<file path="config.mk">
export PLATFORM = sky130hd
export DESIGN_NAME = ru_write_arbiter_flat
export DESIGN_NICKNAME = d
export VERILOG_FILES = /design/src/rtl/ru_write_arbiter_if.sv /design/src/rtl/ru_write_arbiter.sv /design/src/flat_wrapper.sv
export SDC_FILE = /design/constraint.sdc
export NUM_CORES = 1
export LEC_CHECK = 0
export CAP_MARGIN = 15
export CORE_MARGIN = 2
export CORE_UTILIZATION = 57
export CTS_BUF_LIST = sky130_fd_sc_hd__clkbuf_4 sky130_fd_sc_hd__clkbuf_8
export CTS_CLUSTER_SIZE = 14
export DETAILED_ROUTE_END_ITERATION = 6
export PLACE_DENSITY = 0.88
export REMOVE_ABC_BUFFERS = 1
export SETUP_SLACK_MARGIN = 0.1
export SYNTH_ARGS = -nofsm -noshare
export SYNTH_HDL_FRONTEND = slang
export SYNTH_SLANG_ARGS = --single-unit
</file>
<file path="constraint.sdc">
create_clock -name clk -period 5.2 [get_ports clk]
set_clock_uncertainty 0.2 [all_clocks]
set_input_delay 0.78 -clock clk [delete_from_list [all_inputs] [get_ports clk]]
set_output_delay 0.78 -clock clk [all_outputs]
set_load 0.01 [all_outputs]
</file>
<file path="src/rtl/ru_write_arbiter_if.sv">
// Bus bundle for ru_write_arbiter: two writeback requesters, issue/scoreboard lookups, RU write port.
// Forwarding signals exist only when RU_ARB_BYPASS_EN is defined.
interface ru_write_arbiter_if;
  logic        a_req;
  logic [4:0]  a_rd;
  logic [31:0] a_data;
  logic        a_gnt;
  logic        b_req;
  logic [4:0]  b_rd;
  logic [31:0] b_data;
  logic        b_gnt;
  logic        issue_vld;
  logic [4:0]  issue_rd;
  logic        issue_rdy;
  logic [4:0]  rs1;
  logic [4:0]  rs2;
  logic        rs1_busy;
  logic        rs2_busy;
  logic        ru_wr;
  logic [4:0]  rd;
  logic [31:0] ru_data_wr;
  logic        underflow;
`ifdef RU_ARB_BYPASS_EN
  logic        rs1_fwd;
  logic        rs2_fwd;
  logic [31:0] fwd_data;

  modport slave (
    input  a_req, a_rd, a_data, b_req, b_rd, b_data, issue_vld, issue_rd, rs1, rs2,
    output a_gnt, b_gnt, issue_rdy, rs1_busy, rs2_busy, ru_wr, rd, ru_data_wr, underflow,
    output rs1_fwd, rs2_fwd, fwd_data
  );
  modport master (
    output a_req, a_rd, a_data, b_req, b_rd, b_data, issue_vld, issue_rd, rs1, rs2,
    input  a_gnt, b_gnt, issue_rdy, rs1_busy, rs2_busy, ru_wr, rd, ru_data_wr, underflow,
    input  rs1_fwd, rs2_fwd, fwd_data
  );
`else
  modport slave (
    input  a_req, a_rd, a_data, b_req, b_rd, b_data, issue_vld, issue_rd, rs1, rs2,
    output a_gnt, b_gnt, issue_rdy, rs1_busy, rs2_busy, ru_wr, rd, ru_data_wr, underflow
  );
  modport master (
    output a_req, a_rd, a_data, b_req, b_rd, b_data, issue_vld, issue_rd, rs1, rs2,
    input  a_gnt, b_gnt, issue_rdy, rs1_busy, rs2_busy, ru_wr, rd, ru_data_wr, underflow
  );
`endif
endinterface

</file>
<file path="src/rtl/ru_write_arbiter.sv">
// Round-robin arbiter for the single register-unit write port plus pending-write scoreboard.
// Optional forwarding of the in-flight write is enabled by defining RU_ARB_BYPASS_EN.
module ru_write_arbiter #(
  parameter int unsigned PendW = 2
) (
  input logic            clk,
  input logic            rst,
  ru_write_arbiter_if.slave bus
);

  localparam logic [0:0]       LastA  = 1'b0;
  localparam logic [0:0]       LastB  = 1'b1;
  localparam logic [PendW-1:0] CntMax = '1;

  logic [0:0]       last_q, last_d;
  logic [PendW-1:0] cnt_q [32];
  logic [PendW-1:0] cnt_d [32];
  logic             ru_wr_q, ru_wr_d;
  logic [4:0]       rd_q, rd_d;
  logic [31:0]      data_q, data_d;
  logic             underflow_q, underflow_d;

  logic        a_nz, b_nz, a_gnt, b_gnt, a_wr, b_wr, wr_fire, issue_rdy, issue_fire;
  logic [4:0]  wr_rd;
  logic [31:0] wr_data;
  logic [31:0] inc_vec, dec_vec;
  logic        rs1_hit, rs2_hit, rs1_busy_raw, rs2_busy_raw;

  // Rd==0 requests never touch the port, so they are granted unconditionally.
  always_comb begin
    a_nz  = bus.a_req && (bus.a_rd != 5'd0);
    b_nz  = bus.b_req && (bus.b_rd != 5'd0);
    a_gnt = !rst && bus.a_req && ((bus.a_rd == 5'd0) || !b_nz || (last_q != LastA));
    b_gnt = !rst && bus.b_req && ((bus.b_rd == 5'd0) || !a_nz || (last_q != LastB));
    a_wr  = a_gnt && a_nz;
    b_wr  = b_gnt && b_nz;
    wr_fire = a_wr || b_wr;
    wr_rd   = a_wr ? bus.a_rd : bus.b_rd;
    wr_data = a_wr ? bus.a_data : bus.b_data;
  end

  always_comb begin
    issue_rdy  = !rst && ((bus.issue_rd == 5'd0) || (cnt_q[bus.issue_rd] != CntMax));
    issue_fire = bus.issue_vld && issue_rdy && (bus.issue_rd != 5'd0);
    inc_vec    = issue_fire ? (32'd1 << bus.issue_rd) : 32'd0;
    dec_vec    = wr_fire ? (32'd1 << wr_rd) : 32'd0;
  end

  always_comb begin
    cnt_d       = cnt_q;
    underflow_d = underflow_q || (wr_fire && (cnt_q[wr_rd] == '0));
    for (int r = 1; r < 32; r++) begin
      if (inc_vec[r] && !dec_vec[r]) begin
        cnt_d[r] = cnt_q[r] + PendW'(1);
      end else if (dec_vec[r] && !inc_vec[r] && (cnt_q[r] != '0)) begin
        cnt_d[r] = cnt_q[r] - PendW'(1);
      end
    end
    cnt_d[0] = '0;
  end

  always_comb begin
    last_d  = a_wr ? LastA : (b_wr ? LastB : last_q);
    ru_wr_d = wr_fire;
    rd_d    = wr_fire ? wr_rd : rd_q;
    data_d  = wr_fire ? wr_data : data_q;
  end

  always_ff @(posedge clk) begin
    if (rst) begin
      last_q      <= LastB;
      cnt_q       <= '{default: '0};
      ru_wr_q     <= 1'b0;
      rd_q        <= 5'd0;
      data_q      <= 32'd0;
      underflow_q <= 1'b0;
    end else begin
      last_q      <= last_d;
      cnt_q       <= cnt_d;
      ru_wr_q     <= ru_wr_d;
      rd_q        <= rd_d;
      data_q      <= data_d;
      underflow_q <= underflow_d;
    end
  end

  // Busy uses the pre-update counter; an in-flight write also counts as busy.
  always_comb begin
    rs1_hit      = ru_wr_q && (rd_q == bus.rs1);
    rs2_hit      = ru_wr_q && (rd_q == bus.rs2);
    rs1_busy_raw = (bus.rs1 != 5'd0) && ((cnt_q[bus.rs1] != '0) || rs1_hit);
    rs2_busy_raw = (bus.rs2 != 5'd0) && ((cnt_q[bus.rs2] != '0) || rs2_hit);
  end

`ifdef RU_ARB_BYPASS_EN
  logic rs1_fwd, rs2_fwd;

  always_comb begin
    rs1_fwd = (bus.rs1 != 5'd0) && rs1_hit && (cnt_q[bus.rs1] == '0);
    rs2_fwd = (bus.rs2 != 5'd0) && rs2_hit && (cnt_q[bus.rs2] == '0);
  end

  assign bus.rs1_fwd  = rs1_fwd;
  assign bus.rs2_fwd  = rs2_fwd;
  assign bus.fwd_data = data_q;
  assign bus.rs1_busy = rs1_busy_raw && !rs1_fwd;
  assign bus.rs2_busy = rs2_busy_raw && !rs2_fwd;
`else
  assign bus.rs1_busy = rs1_busy_raw;
  assign bus.rs2_busy = rs2_busy_raw;
`endif

  assign bus.a_gnt      = a_gnt;
  assign bus.b_gnt      = b_gnt;
  assign bus.issue_rdy  = issue_rdy;
  assign bus.ru_wr      = ru_wr_q;
  assign bus.rd         = rd_q;
  assign bus.ru_data_wr = data_q;
  assign bus.underflow  = underflow_q;

endmodule

</file>
<file path="src/flat_wrapper.sv">
// flat-port wrapper written by rule: the top's interface ports become plain ports
module ru_write_arbiter_flat 
#(
  parameter int unsigned PendW = 2
)
  (clk, rst, bus_a_req, bus_a_rd, bus_a_data, bus_b_req, bus_b_rd, bus_b_data, bus_issue_vld, bus_issue_rd, bus_rs1, bus_rs2, bus_a_gnt, bus_b_gnt, bus_issue_rdy, bus_rs1_busy, bus_rs2_busy, bus_ru_wr, bus_rd, bus_ru_data_wr, bus_underflow);
  ru_write_arbiter_if bus_i ();
  input logic clk;
  input logic rst;
  input wire logic [$bits(bus_i.a_req)-1:0] bus_a_req;
  input wire logic [$bits(bus_i.a_rd)-1:0] bus_a_rd;
  input wire logic [$bits(bus_i.a_data)-1:0] bus_a_data;
  input wire logic [$bits(bus_i.b_req)-1:0] bus_b_req;
  input wire logic [$bits(bus_i.b_rd)-1:0] bus_b_rd;
  input wire logic [$bits(bus_i.b_data)-1:0] bus_b_data;
  input wire logic [$bits(bus_i.issue_vld)-1:0] bus_issue_vld;
  input wire logic [$bits(bus_i.issue_rd)-1:0] bus_issue_rd;
  input wire logic [$bits(bus_i.rs1)-1:0] bus_rs1;
  input wire logic [$bits(bus_i.rs2)-1:0] bus_rs2;
  output wire logic [$bits(bus_i.a_gnt)-1:0] bus_a_gnt;
  output wire logic [$bits(bus_i.b_gnt)-1:0] bus_b_gnt;
  output wire logic [$bits(bus_i.issue_rdy)-1:0] bus_issue_rdy;
  output wire logic [$bits(bus_i.rs1_busy)-1:0] bus_rs1_busy;
  output wire logic [$bits(bus_i.rs2_busy)-1:0] bus_rs2_busy;
  output wire logic [$bits(bus_i.ru_wr)-1:0] bus_ru_wr;
  output wire logic [$bits(bus_i.rd)-1:0] bus_rd;
  output wire logic [$bits(bus_i.ru_data_wr)-1:0] bus_ru_data_wr;
  output wire logic [$bits(bus_i.underflow)-1:0] bus_underflow;
  assign bus_i.a_req = bus_a_req;
  assign bus_i.a_rd = bus_a_rd;
  assign bus_i.a_data = bus_a_data;
  assign bus_i.b_req = bus_b_req;
  assign bus_i.b_rd = bus_b_rd;
  assign bus_i.b_data = bus_b_data;
  assign bus_i.issue_vld = bus_issue_vld;
  assign bus_i.issue_rd = bus_issue_rd;
  assign bus_i.rs1 = bus_rs1;
  assign bus_i.rs2 = bus_rs2;
  assign bus_a_gnt = bus_i.a_gnt;
  assign bus_b_gnt = bus_i.b_gnt;
  assign bus_issue_rdy = bus_i.issue_rdy;
  assign bus_rs1_busy = bus_i.rs1_busy;
  assign bus_rs2_busy = bus_i.rs2_busy;
  assign bus_ru_wr = bus_i.ru_wr;
  assign bus_rd = bus_i.rd;
  assign bus_ru_data_wr = bus_i.ru_data_wr;
  assign bus_underflow = bus_i.underflow;
  ru_write_arbiter #(.PendW(PendW)) u_core (.clk(clk), .rst(rst), .bus(bus_i));
endmodule
</file>
==> flow_metrics.tcl, run 1 <==
set metrics [dict create \
    status "completed" \
    synth.cell_area_sq_um 6509 \
    p_leak_nw 2.641 \
    grt_use_total_pct 32.38 \
    dieWidth_um 110.9 \
    setup_viol 0 \
    nets 1019 \
    totalNegativeSetupSlack_ns 0 \
    ys_warn_count 0 \
    p_seq_share_pct 48.5 \
    synth-seq-cells 102 \
    coreArea_sq_um 11270 \
    dieArea_sq_um 12290 \
    post_cts_resized 0 \
    drtAntennaViolNets 0 \
    antenna_found_initial 0 \
    stdcell_count 1073 \
    slew_violations 0 \
    ys.flop_type "dfxtp_1" \
    clock-root-buffer "clkbuf_8" \
    drv_cap 0 \
    drt-met1-wl_mm 8.248 \
    overflow 0 \
    dpl_cell_area_sq_um 7930 \
    place.gp.congestion 0.9391 \
    swShare_pct 29.17 \
    ys_async_sr_fraction_pct 0 \
    die_h_um 110.9 \
    grt_pass1_vias 6521 \
    hold_buffers 0 \
    vias 7048 \
    cts_buffer_depth 2 \
    drive_above_1_share_pct 7.097 \
    clockPowerShare_pct 29.9 \
    wirelength_mm 20.08 \
    drt_iter0_drc 959 \
    area_growth_pct 24.82 \
    crit_type "in2out" \
    cts_inserted_buffers 9 \
    timing.fmax_mhz 214.9 \
    worstHoldPathType "reg2reg" \
    antenna_cells 0 \
    synth_seq_area_share_pct 31.37 \
    avgRoutedWirePerCell_um 18.72 \
    cellPowerDensity_nw_per_um2 211.1 \
    synthCells 822 \
    cts_sinks 102 \
    cts_tree "yes" \
    clk_latency_ns 0.40 \
    arrival_ns 3.67 \
    syn_avg_cell_area_sq_um 7.918 \
    wl_met2_mm 9.282 \
    ctsHtreeMaxLevel 3 \
    postCtsSetupRepairBufs 0 \
    hold_viol 0 \
    synth_edf_count 0 \
    dr.pass1.iters 5 \
    period_share_pct 89.49 \
    grt_setup_unrepaired "false" \
    final_area_sq_um 8124 \
    maxSlewHeadroom_pct 31.52 \
    grt_pass1_wl_mm 32.49 \
    drc 0 \
    vdd_drop_max_mv 0.2163 \
    dp.cells 1057 \
    avgViaCountPerCell 6.568 \
    grt_max_degree 57 \
    wl_met3_mm 1.818 \
    internal_power_mw 1.215 \
    tightest_slew_ns 1.023 \
    port_buffers 137 \
    critPathMaxFanout 11 \
    cp-end-kind "output pin" \
    row_count 39 \
    initial_utilization_pct 57.74 \
    switchingPower_mw 0.5004 \
    cp-start-kind "primary input" \
    clk_pin_slew_ns 0.10 \
    combPwrFrac_pct 21.6 \
    dpl.hpwl_mm 14.56 \
    top_layer "met4" \
    synth.distinct_cells 57 \
    fin_crit_ns 4.654 \
    crit_required_ns 4.22 \
    ios 138 \
    fillers 875 \
]
[state kept, by name, indices dropped and copies added (netlist names)]
name	cells
u_core.cnt_q	62
u_core.bus.ru_wr	1
u_core.bus.ru_data_wr	32
u_core.bus.underflow	1
u_core.bus.rd	5
u_core.last_q	1
[synth_stat cells (5+ instances only)]
| cell type | n | share of area, % |
|---|---|---|
| dfxtp_1 | 102 | 31 |
| nand2_1 | 90 | 5.2 |
| nor2_1 | 89 | 5.1 |
| o21ai_0 | 55 | 4.2 |
| a21oi_1 | 52 | 4.0 |
| a211oi_1 | 50 | 5.8 |
| clkbuf_1 | 47 | 2.7 |
| nor3_1 | 44 | 3.4 |
| nand2b_1 | 39 | 3.7 |
| a311oi_1 | 32 | 4.3 |
| nand3_1 | 26 | 2.0 |
| o21a_1 | 25 | 2.9 |
| mux4_2 | 21 | 7.3 |
| o211a_1 | 14 | 2.2 |
| and3_1 | 8 | 0.77 |
| nor2b_1 | 8 | 0.77 |
| nor3b_1 | 8 | 0.92 |
| xor2_1 | 8 | 1.1 |
| a2111oi_0 | 7 | 0.94 |
| buf_2 | 7 | 0.54 |
| a221oi_1 | 6 | 0.81 |
| o211ai_1 | 6 | 0.69 |
| mux2i_1 | 5 | 0.77 |
| nor4_1 | 5 | 0.48 |
| o21ai_1 | 5 | 0.38 |
| or2_0 | 5 | 0.48 |
[cell usage in the layout, fill, tap and decap left out, drive strengths merged, types with 8 or more instances in the layout]
cell	count
a211oi	53
a21oi	52
a311oi	32
and3	10
buf	14
clkbuf	10
clkdlybuf4s50	136
dfxtp	102
mux4	21
nand2	90
nand2b	39
nand3	26
nor2	89
nor2b	8
nor3	44
nor3b	8
o211a	14
o21a	25
o21ai	60
or2	10
xor2	8
[stage by stage]
stage                     utilization (%)  hold WS [ns]  power (mW)  worst slack, ns
after floorplan                         -        0.2626      0.9962            1.425
after global placement              70.35        0.2699       1.207           0.6442
after detailed placement            70.35        0.2678       1.213           0.5078
after CTS                           72.07        0.2875       1.715           0.5050
after global routing                72.07        0.3093       1.783           0.3925
final                               72.07        0.2846       1.715           0.5463
[cell type report]
type	count	area, sq um	area share (%)
sequential	102	2042	25.13
tap	143	178.9	2.202
inverter	3	11.26	0.1386
multi-input combinational	659	4232	52.09
clock buffer	10	131.4	1.617
timing repair buffer	150	1466	18.05
clock inverter	6	62.56	0.7701
[critical path: stages]
cell	delay (ns)
clkdlybuf4s50_1	0.85
mux4_2	0.59
mux4_2	0.48
a21oi_1	0.17
nor2_1	0.06
a31oi_1	0.17
clkdlybuf4s50_1	0.57
[metal layers]
layer | track usage (%) | vias to the layer above
li1 | - | 3308
met1 | 42.83 | 3305
met2 | 50.18 | 365
met3 | 8.311 | 70
met4 | 14.25 | 0
met5 | 0 | -
[final timing paths]
path | slack (ns) | startpoint | endpoint | cells past startpoint
worst min-delay path | 0.28 | u_core.bus.ru_data_wr[7] | u_core.bus.ru_data_wr[7] | 2
worst max register to register | 2.09 | u_core.last_q | u_core.cnt_q[22] | 8
worst max-delay path | 0.55 | bus_rs1[0] | bus_rs1_busy | 7
worst min register to register | 0.28 | u_core.bus.ru_data_wr[7] | u_core.bus.ru_data_wr[7] | 2
[power by group through the flow]
stage                     combinational (mW)  sequential, mW  clock (mW)
after floorplan                        0.139           0.857           0
after global placement                 0.359           0.848           0
after detailed placement               0.364           0.848           0
after CTS                              0.366           0.831       0.518
after global routing                   0.397           0.835       0.551
final                                  0.371           0.831       0.513
[logic make-up (layout without fill, tap and decap cells)]
logic type | count (synthesis) | count (layout) | share of synthesized area [%]
AND/OR/NAND/NOR | 342 | 342 | 25.47
AO/OA/AOI/OAI | 277 | 277 | 29.43
flip-flops | 102 | 102 | 31.37
buffers and inverters | 61 | 169 | 3.652
multiplexers | 30 | 30 | 8.727
XOR/XNOR | 10 | 10 | 1.346
(Power assumes the default switching activity.)
==> run 2, diff against run 1 <==
HOLD_SLACK_MARGIN = 0.15   (was not set)
REMOVE_ABC_BUFFERS = not set   (was 1)
==> flow_metrics.tcl, run 2 (same netlist as run 1, synthesis figures left out) <==
set metrics [dict create \
    endpoint "bus_rs2_busy" \
    avgRoutedWirePerCell_um 18.29 \
    crit_type "in2out" \
    ios 138 \
    hold_viol 0 \
    tightest_slew_ns 0.9946 \
    wirelength_mm 19.57 \
    cp-end-kind "output pin" \
    drv_cap 0 \
    cellPowerDensity_nw_per_um2 214.7 \
    initial_utilization_pct 57.74 \
    layout_common_cells "clkdlybuf4s50_1, dfxtp_1, nand2_1, nor2_1, o21ai_0" \
    antenna_found_initial 0 \
    p_leak_nw 2.642 \
    dieWidth_um 110.9 \
    multi_input_comb_area_sq_um 4232 \
    totalNegativeSetupSlack_ns 0 \
    place_ws_ns 0.5363 \
    clk_pin_slew_ns 0.12 \
    dr.pass1.iters 7 \
    stdcell_count 1070 \
    drive_above_1_share_pct 6.796 \
    timing.fmax_mhz 213.8 \
    cts_inserted_buffers 9 \
    setup_viol 0 \
    r2r_cells 8 \
    port_buffers 137 \
    syn-num-nets 916 \
    dp.cells 1054 \
    startpoint "bus_rs2[0]" \
    drt_iter0_drc 724 \
    dpl.hpwl_mm 14.13 \
    critPathMaxFanout 11 \
    drc 0 \
    clock-root-buffer "clkbuf_8" \
    crit_required_ns 4.22 \
    cts_sinks 102 \
    place.gp.congestion 0.9794 \
    row_count 39 \
    final_common_cell "clkdlybuf4s50_1" \
    status "completed" \
    fin_crit_ns 4.677 \
    vias 6913 \
    grt_pass1_wl_mm 31.99 \
    arrival_ns 3.70 \
    coreArea_sq_um 11270 \
    fillers 890 \
    avgViaCountPerCell 6.461 \
    r2r-end "u_core.cnt_q[22]" \
    postCtsSetupRepairBufs 0 \
    cts_buffer_depth 2 \
    antenna_cells 0 \
    area_growth_pct 24.68 \
    dpl_cell_area_sq_um 7908 \
    hold_buffers 0 \
    regMostFlops "u_core.cnt_q" \
    grt_max_degree 79 \
    drtAntennaViolNets 0 \
    period_share_pct 89.94 \
    overflow 0 \
    seq_area_sq_um 2042 \
    dieArea_sq_um 12290 \
    utilization_pct 71.99 \
    use_met1_pct 43.08 \
    final_area_sq_um 8115 \
    grt_setup_unrepaired "false" \
    largest_reg_flops 62 \
    r2r_start "u_core.last_q" \
    ctsHtreeMaxLevel 3 \
    maxSlewHeadroom_pct 33.56 \
    rrSetupSlack_ns 2.07 \
    clk_latency_ns 0.39 \
    finalWorstSetupSlack_ns 0.5233 \
    use_met2_pct 50.80 \
    cts_tree "yes" \
    post_cts_resized 0 \
    nets 1016 \
    top_usage_layer "met2" \
    die_h_um 110.9 \
    cp-start-kind "primary input" \
    worstHoldPathType "reg2reg" \
    grt_pass1_vias 6458 \
    vdd_drop_max_mv 0.1883 \
    use_met3_pct 4.593 \
    grt_use_total_pct 31.66 \
    slew_violations 0 \
]
==> run 2: cell count changes in the layout (fill, tap and decap cells not counted), sizes merged <==
| cell | delta |
|---|---|
| clkinvlp | -3 |
| inv | +3 |
| buf | -3 |
==> run 2: cell type report <==
class | count | share of cell area, %
well taps | 143 | 2.205
flip-flops and latches | 102 | 25.16
clock buffers | 10 | 1.619
repair buffers | 147 | 17.79
inverters | 3 | 0.1388
clock inverters | 6 | 0.9405
multi-input cells | 659 | 52.14
==> run 2: critical path: stages <==
cell	delay (ns)
clkdlybuf4s50_1	0.87
mux4_2	0.58
mux4_2	0.48
a21oi_1	0.20
nor2_1	0.06
a31oi_1	0.16
clkdlybuf4s50_1	0.56
==> run 2: per-stage QoR <==
step	hold slack [ns]	power, mW
2_1_floorplan	0.2686	1.027
3_3_place_gp	0.2699	1.205
3_5_place_dp	0.2708	1.209
4_1_cts	0.2896	1.741
5_1_grt	0.3089	1.812
6_report	0.2878	1.742
==> run 2: worst min path at each step <==
stage               slack (ns)  depth (start not counted)                       from                         to
finish                    0.29                          2  u_core.bus.ru_data_wr[23]  u_core.bus.ru_data_wr[23]
detailed placement        0.27                          2   u_core.bus.ru_data_wr[7]   u_core.bus.ru_data_wr[7]
CTS                       0.29                          2   u_core.bus.ru_data_wr[5]   u_core.bus.ru_data_wr[5]
global placement          0.27                          2  u_core.bus.ru_data_wr[14]  u_core.bus.ru_data_wr[14]
floorplan                 0.27                          2           u_core.cnt_q[55]           u_core.cnt_q[55]
global route              0.31                          2   u_core.bus.ru_data_wr[5]   u_core.bus.ru_data_wr[5]
==> run 2: power breakdown <==
group / internal (mW) / switching [mW] / total [mW] / leakage (nW)
sequential: 0.810 / 0.0203 / 0.830 / 0.830
clock: 0.237 / 0.306 / 0.543 / 0.107
combinational: 0.178 / 0.191 / 0.369 / 1.71
total: 1.22 / 0.518 / 1.74 / 2.64
==> run 2: metal layers <==
| layer | share of wire (%) | wire [um] | vias to the layer above |
|---|---|---|---|
| li1 | - | - | 3283 |
| met3 | 8.2 | 1610 | 52 |
| met4 | 2.7 | 524 | 0 |
| met2 | 46 | 9092 | 344 |
| met5 | 0 | 0 | - |
| met1 | 43 | 8343 | 3234 |
==> run 3, diff against run 2 <==
SKIP_CTS_REPAIR_TIMING = 1   (was not set)
==> results of run 3 <==
No change in the layout: final DEF, timing and power equal those of run 2.
